--- config.mk ---
export PLATFORM = sky130hd
export DESIGN_NAME = div_seq_flat
export DESIGN_NICKNAME = d
export VERILOG_FILES = /design/src/rtl/muldiv_pkg.sv /design/src/rtl/div_seq_if.sv /design/src/rtl/div_step.sv /design/src/rtl/div_seq.sv /design/src/flat_wrapper.sv
export SDC_FILE = /design/constraint.sdc
export NUM_CORES = 1
export LEC_CHECK = 0
export CORE_MARGIN = 2
export CORE_UTILIZATION = 60
export DETAILED_ROUTE_END_ITERATION = 8
export GPL_ROUTABILITY_DRIVEN = 0
export PLACE_DENSITY = 0.85
export SYNTH_ARGS = -nofsm -noshare
export SYNTH_HDL_FRONTEND = slang
export SYNTH_SLANG_ARGS = --single-unit
--- constraint.sdc ---
create_clock -name clock -period 14.4 [get_ports clock]
set_input_delay 2.88 -clock clock [delete_from_list [all_inputs] [get_ports clock]]
set_output_delay 2.88 -clock clock [all_outputs]
set_load 0.05 [all_outputs]
--- src/rtl/muldiv_pkg.sv ---
// Shared definitions for the multiply/divide path: operand width, divider
// iteration count and the control state encoding.
package muldiv_pkg;

    localparam int MULDIV_WIDTH   = 32;
    localparam int DIV_ITERATIONS = 32;

    typedef enum logic [1:0] {
        IDLE = 2'd0,
        RUN  = 2'd1,
        FIX  = 2'd2,
        DONE = 2'd3
    } muldiv_state_e;

endpackage

--- src/rtl/div_seq_if.sv ---
// Handshake/result bundle between the control unit (master) and the divider (slave).
interface div_seq_if
    import muldiv_pkg::*;
#(
    parameter int WIDTH = MULDIV_WIDTH
);

    logic             iniciar;
    logic [WIDTH-1:0] a;
    logic [WIDTH-1:0] b;
    logic [WIDTH-1:0] hi;
    logic [WIDTH-1:0] lo;
    logic             flag;
    logic             div_zero;

    modport master (
        output iniciar, a, b,
        input  hi, lo, flag, div_zero
    );

    modport slave (
        input  iniciar, a, b,
        output hi, lo, flag, div_zero
    );

endinterface

--- src/rtl/div_step.sv ---
// One restoring shift-subtract iteration on unsigned magnitudes:
// shift {rem, quo} left, try subtracting the divisor, keep it if non-negative.
module div_step
    import muldiv_pkg::*;
#(
    parameter int WIDTH = MULDIV_WIDTH
) (
    input  logic [WIDTH:0]   rem,
    input  logic [WIDTH-1:0] quo,
    input  logic [WIDTH:0]   divisor,
    output logic [WIDTH:0]   rem_nxt,
    output logic [WIDTH-1:0] quo_nxt
);

    logic [2*WIDTH:0] pair_sh;
    logic [WIDTH:0]   trial;

    // rem stays below divisor (<= 2^(WIDTH-1)), so the shifted value fits and
    // the top bit of the 33-bit trial is a reliable sign.
    always_comb begin
        pair_sh = {rem, quo} << 1;
        trial   = pair_sh[2*WIDTH:WIDTH] - divisor;
        if (!trial[WIDTH]) begin
            rem_nxt = trial;
            quo_nxt = {pair_sh[WIDTH-1:1], 1'b1};
        end else begin
            rem_nxt = pair_sh[2*WIDTH:WIDTH];
            quo_nxt = pair_sh[WIDTH-1:0];
        end
    end

endmodule

--- src/rtl/div_seq.sv ---
// Sequential signed divider (MIPS div): quotient to lo, remainder to hi,
// one quotient bit per clock on magnitudes, signs applied in a final cycle.
module div_seq
    import muldiv_pkg::*;
#(
    parameter int WIDTH = MULDIV_WIDTH
) (
    input  logic      clock,
    input  logic      reset,
    div_seq_if.slave  bus
);

    localparam logic [5:0] LAST_ITER = 6'(DIV_ITERATIONS - 1);

    muldiv_state_e    state;
    logic [5:0]       cnt;
    logic [WIDTH:0]   rem;
    logic [WIDTH-1:0] quo;
    logic [WIDTH:0]   divisor;
    logic             sign_q;
    logic             sign_r;
    logic [WIDTH:0]   rem_nxt;
    logic [WIDTH-1:0] quo_nxt;

    // |-2^(WIDTH-1)| wraps to the same bit pattern, which is correct read as unsigned.
    function automatic logic [WIDTH-1:0] magnitude(input logic signed [WIDTH-1:0] v);
        return v[WIDTH-1] ? -v : v;
    endfunction

    function automatic logic [WIDTH-1:0] apply_sign(input logic [WIDTH-1:0] m, input logic neg);
        return neg ? -m : m;
    endfunction

    div_step #(.WIDTH(WIDTH)) u_step (
        .rem     (rem),
        .quo     (quo),
        .divisor (divisor),
        .rem_nxt (rem_nxt),
        .quo_nxt (quo_nxt)
    );

    always_ff @(posedge clock) begin
        if (reset) begin
            state        <= IDLE;
            cnt          <= '0;
            bus.hi       <= '0;
            bus.lo       <= '0;
            bus.flag     <= 1'b0;
            bus.div_zero <= 1'b0;
        end else if (bus.iniciar) begin
            // A start aborts whatever is in flight; hi/lo keep the last result.
            cnt          <= '0;
            rem          <= '0;
            quo          <= magnitude(bus.a);
            divisor      <= {1'b0, magnitude(bus.b)};
            sign_q       <= bus.a[WIDTH-1] ^ bus.b[WIDTH-1];
            sign_r       <= bus.a[WIDTH-1];
            if (bus.b == '0) begin
                state        <= DONE;
                bus.flag     <= 1'b1;
                bus.div_zero <= 1'b1;
            end else begin
                state        <= RUN;
                bus.flag     <= 1'b0;
                bus.div_zero <= 1'b0;
            end
        end else begin
            case (state)
                RUN: begin
                    rem <= rem_nxt;
                    quo <= quo_nxt;
                    cnt <= cnt + 6'd1;
                    if (cnt == LAST_ITER) state <= FIX;
                end
                FIX: begin
                    bus.lo   <= apply_sign(quo, sign_q);
                    bus.hi   <= apply_sign(rem[WIDTH-1:0], sign_r);
                    bus.flag <= 1'b1;
                    state    <= DONE;
                end
                default: ;
            endcase
        end
    end

endmodule

--- src/flat_wrapper.sv ---
// flat-port wrapper written by rule: the top's interface ports become plain ports
module div_seq_flat import muldiv_pkg::*;
#(
    parameter int WIDTH = MULDIV_WIDTH
)
  (clock, reset, bus_iniciar, bus_a, bus_b, bus_hi, bus_lo, bus_flag, bus_div_zero);
  div_seq_if #(.WIDTH(WIDTH)) bus_i ();
  input  logic clock;
  input  logic reset;
  input wire logic [$bits(bus_i.iniciar)-1:0] bus_iniciar;
  input wire logic [$bits(bus_i.a)-1:0] bus_a;
  input wire logic [$bits(bus_i.b)-1:0] bus_b;
  output wire logic [$bits(bus_i.hi)-1:0] bus_hi;
  output wire logic [$bits(bus_i.lo)-1:0] bus_lo;
  output wire logic [$bits(bus_i.flag)-1:0] bus_flag;
  output wire logic [$bits(bus_i.div_zero)-1:0] bus_div_zero;
  assign bus_i.iniciar = bus_iniciar;
  assign bus_i.a = bus_a;
  assign bus_i.b = bus_b;
  assign bus_hi = bus_i.hi;
  assign bus_lo = bus_i.lo;
  assign bus_flag = bus_i.flag;
  assign bus_div_zero = bus_i.div_zero;
  div_seq #(.WIDTH(WIDTH)) u_core (.clock(clock), .reset(reset), .bus(bus_i));
endmodule
==> metrics.csv <==
stage;metric;value;unit
detailed_routing;detail-routed via count per cell;6.12;
clock_tree;post-cts hold buffer count;0;
synthesis;post-synth top area cell;edfxtp_1;
synthesis;top post-synthesis cells by area;edfxtp_1 (28%), dfxtp_1 (14%), xor2_1 (6.7%), xnor2_1 (5.2%), nand2_1 (4.6%);
floorplan;Core Area;17300;sq um
timing;Final Skew;0.0100;ns
placed_design;I/O Buffers;132;
timing;fin crit period;5.88;ns
clock_tree;Post CTS Setup Buffer Count;0;
synthesis;Cell variety after synth;61;
layout;Util after Layout;73.0;%
layout;area delta synth->final;19.0;%
clock_tree;CTS max path bufs;2;
clock_tree;TritonCTS clock tree;built;
timing;Final Hold Viols;0;
synthesis;syn avg cell area;8.99;sq um
synthesis;Cell Area, Synth;10600;sq um
pwr;PD cells;111;nW/um^2
placed_design;HPWL Detailed;18500;um
timing;f_max;170;MHz
detailed_routing;Post-DRT Antenna Nets;0;
layout;Fillers;1279;
run;max_cap viols;0;
run_status;outcome;complete, no violations;
pwr;LEAKAGE;4.61;nW
clock_tree;total CTS buffers;17;
clock_tree;Reg clk slew, reported paths;0.07;ns
min_path;worst min-delay path class;reg -> reg;
placed_design;Setup WS pre-CTS;8.12;ns
global_route;vias in the first global route;8256;
clock_tree;CTS Sinks;172;
synthesis;most common cell in the synthesized netlist;nand2_1;
floorplan;Initial Util;61.3;%
timing;period utilisation layout;40.8;%
detailed_routing;drt drc;0;
detailed_routing;routed len/inst;17.0;um
global_route;initial antenna violation count;0;
timing;Slew HR;27.6;%
layout;fin area;12600;sq um
timing;PnR worst setup slack;8.52;ns
global_route;GRT Total Usage;28.1;%
layout;share of cells above drive strength 1;5.50;%
synthesis;top cell type's share of synthesized area;27.8;%
global_route;largest net degree at the start of global routing;117;
synthesis;Synth Warn #;0;
clock_tree;htree depth;4;
synthesis;Post-synth EDFFs;98;
worst_setup_path;Worst EP required;14.59;ns
detailed_routing;routed vias;9285;
detailed_routing;DR pass1 iterations;6;
placed_design;Placed Area;12000;sq um
synthesis;Synth Flop Type;edfxtp_1;
layout;Final nets;1383;
synthesis;Synth Net Count;1284;
clock_tree;CTS root buffer;clkbuf_16;
synthesis;register area share after synthesis;41.7;%
timing;worst slew pin tran;1.09;ns
synthesis;Cells after Synth;1179;
worst_setup_path;Worst setup SP type;input port;
global_route;grt total ovfl;0;
synthesis;async set-or-reset flop fraction in the synthesized netlist;0;%
floorplan;total die area;18700;sq um
timing;Max Slew Vio Count;0;
pwr;VDD IR max;0.0985;mV
worst_setup_path;kind of critical path;in -> reg;
floorplan;Die Wd;137;um
timing;final setup TNS;0;ns
detailed_routing;Initial DRC Count;1219;
clock_tree;CTS resizes;0;
detailed_routing;Total Wirelength;25800;um
clock_tree;clk_lat worst skew;0.44;ns
floorplan;Die Ht;137;um
worst_setup_path;worst-path maximum fanout;5;
layout;Inserted Diodes;0;
timing;RSZ-0062 raised after global routing;no;
synthesis;Seq cells post-synth;172;
synthesis;Post-synth top cells;nand2_1 (130), nor2_1 (127), edfxtp_1 (98);
floorplan;# rows;48;
timing;Setup Viol. Count Final;0;
worst_setup_path;Worst Path Arrival;6.07;ns
worst_setup_path;CP endpoint kind;flop;
global_route;first-pass GRT wire length;41400;um
floorplan;num ports;133;
-- layout by cell type (no fill, tap or decap), types with 14 or more instances in the layout --
cell and count:
nand3_1 19, nand2_1 130, a21oi_1 89, nor2_1 125
nor3_1 15, a21o_1 18, or3_1 14, a211oi_1 59
dfxtp_1 74, xnor2_1 63, o21ai_0 62, xor2_1 81
ha_1 37, o41ai_1 15, clkdlybuf4s50_1 130, inv_1 50
edfxtp_1 98, o31ai_1 31, clkbuf_16 19
-- kinds of logic (layout without fill, tap and decap cells) --
group	after synthesis	after routing	share of synthesized area, %
adder cells (fa/ha/maj)	38	38	4.56
flip-flops	172	172	41.7
AO/OA/AOI/OAI	316	316	19.4
AND/OR/NAND/NOR	389	389	17.4
multiplexers	12	12	1.20
buffers and inverters	108	220	3.82
XOR/XNOR	144	144	11.9
-- flip-flops by register name (all words and copies together) (netlist names) --
register	cells
u_core.bus.div_zero	1
u_core.bus.flag	1
u_core.bus.hi	32
u_core.bus.lo	32
u_core.cnt	6
u_core.divisor	32
u_core.quo	32
u_core.rem	32
u_core.sign_q	1
u_core.sign_r	1
u_core.state	2
-- final timing paths --
check / start / end / slack (ns) / cells past startpoint
worst min-delay path: u_core.bus.hi[25]$_SDFFE_PP0P_ / u_core.bus.hi[25]$_SDFFE_PP0P_ / 0.46 / 2
worst max register to register: u_core.rem[18]$_SDFFCE_PP0P_ / u_core.rem[17]$_SDFFCE_PP0P_ / 10.15 / 11
worst max-delay path: bus_a[6] / u_core.quo[28]$_DFFE_PP_ / 8.52 / 10
worst min register to register: u_core.bus.hi[25]$_SDFFE_PP0P_ / u_core.bus.hi[25]$_SDFFE_PP0P_ / 0.46 / 2
-- final cells by class --
class                   instances  area, sq um  share of cell area (%)
flip-flops and latches        172         4420                    35.1
well taps                     225          282                    2.23
clock inverters                11         92.6                   0.734
inverters                      50          188                    1.49
multi-input cells             899         5780                    45.8
repair buffers                138         1360                    10.7
clock buffers                  21          493                    3.91
-- worst max-delay path, stage by stage --
cell and delay (ns):
clkdlybuf4s50_1 0.45, or3_1 0.43, or4_1 0.49, or2_2 0.32, nor4_2 0.51, a21oi_1 0.20
a21oi_1 0.21, o21ai_0 0.14, xor2_1 0.16, mux2_2 0.26
-- report_power, final --
part           switching, mW  internal, mW  leakage (nW)
combinational          0.200         0.141          2.78
sequential            0.0415         0.562          1.53
clock                  0.202         0.251         0.290
-- layer usage --
metal / vias to the layer above / share of wire, % / track usage (%)
met2: 479 / 44 / 41.1
li1: 4478 / - / -
met3: 46 / 11 / 4.78
met5: - / 0 / 0
met1: 4282 / 44 / 42.8
met4: 0 / 1.8 / 7.67
-- per-stage QoR --
step	hold slack [ns]	power (mW)	instances
after global placement	0.440	0.933	1484
after floorplan	0.453	0.845	1179
after CTS	0.460	1.39	1516
after global routing	0.490	1.46	1516
after detailed placement	0.452	0.943	1484
final	0.457	1.40	1516
Power figures use the tool's default switching activity.
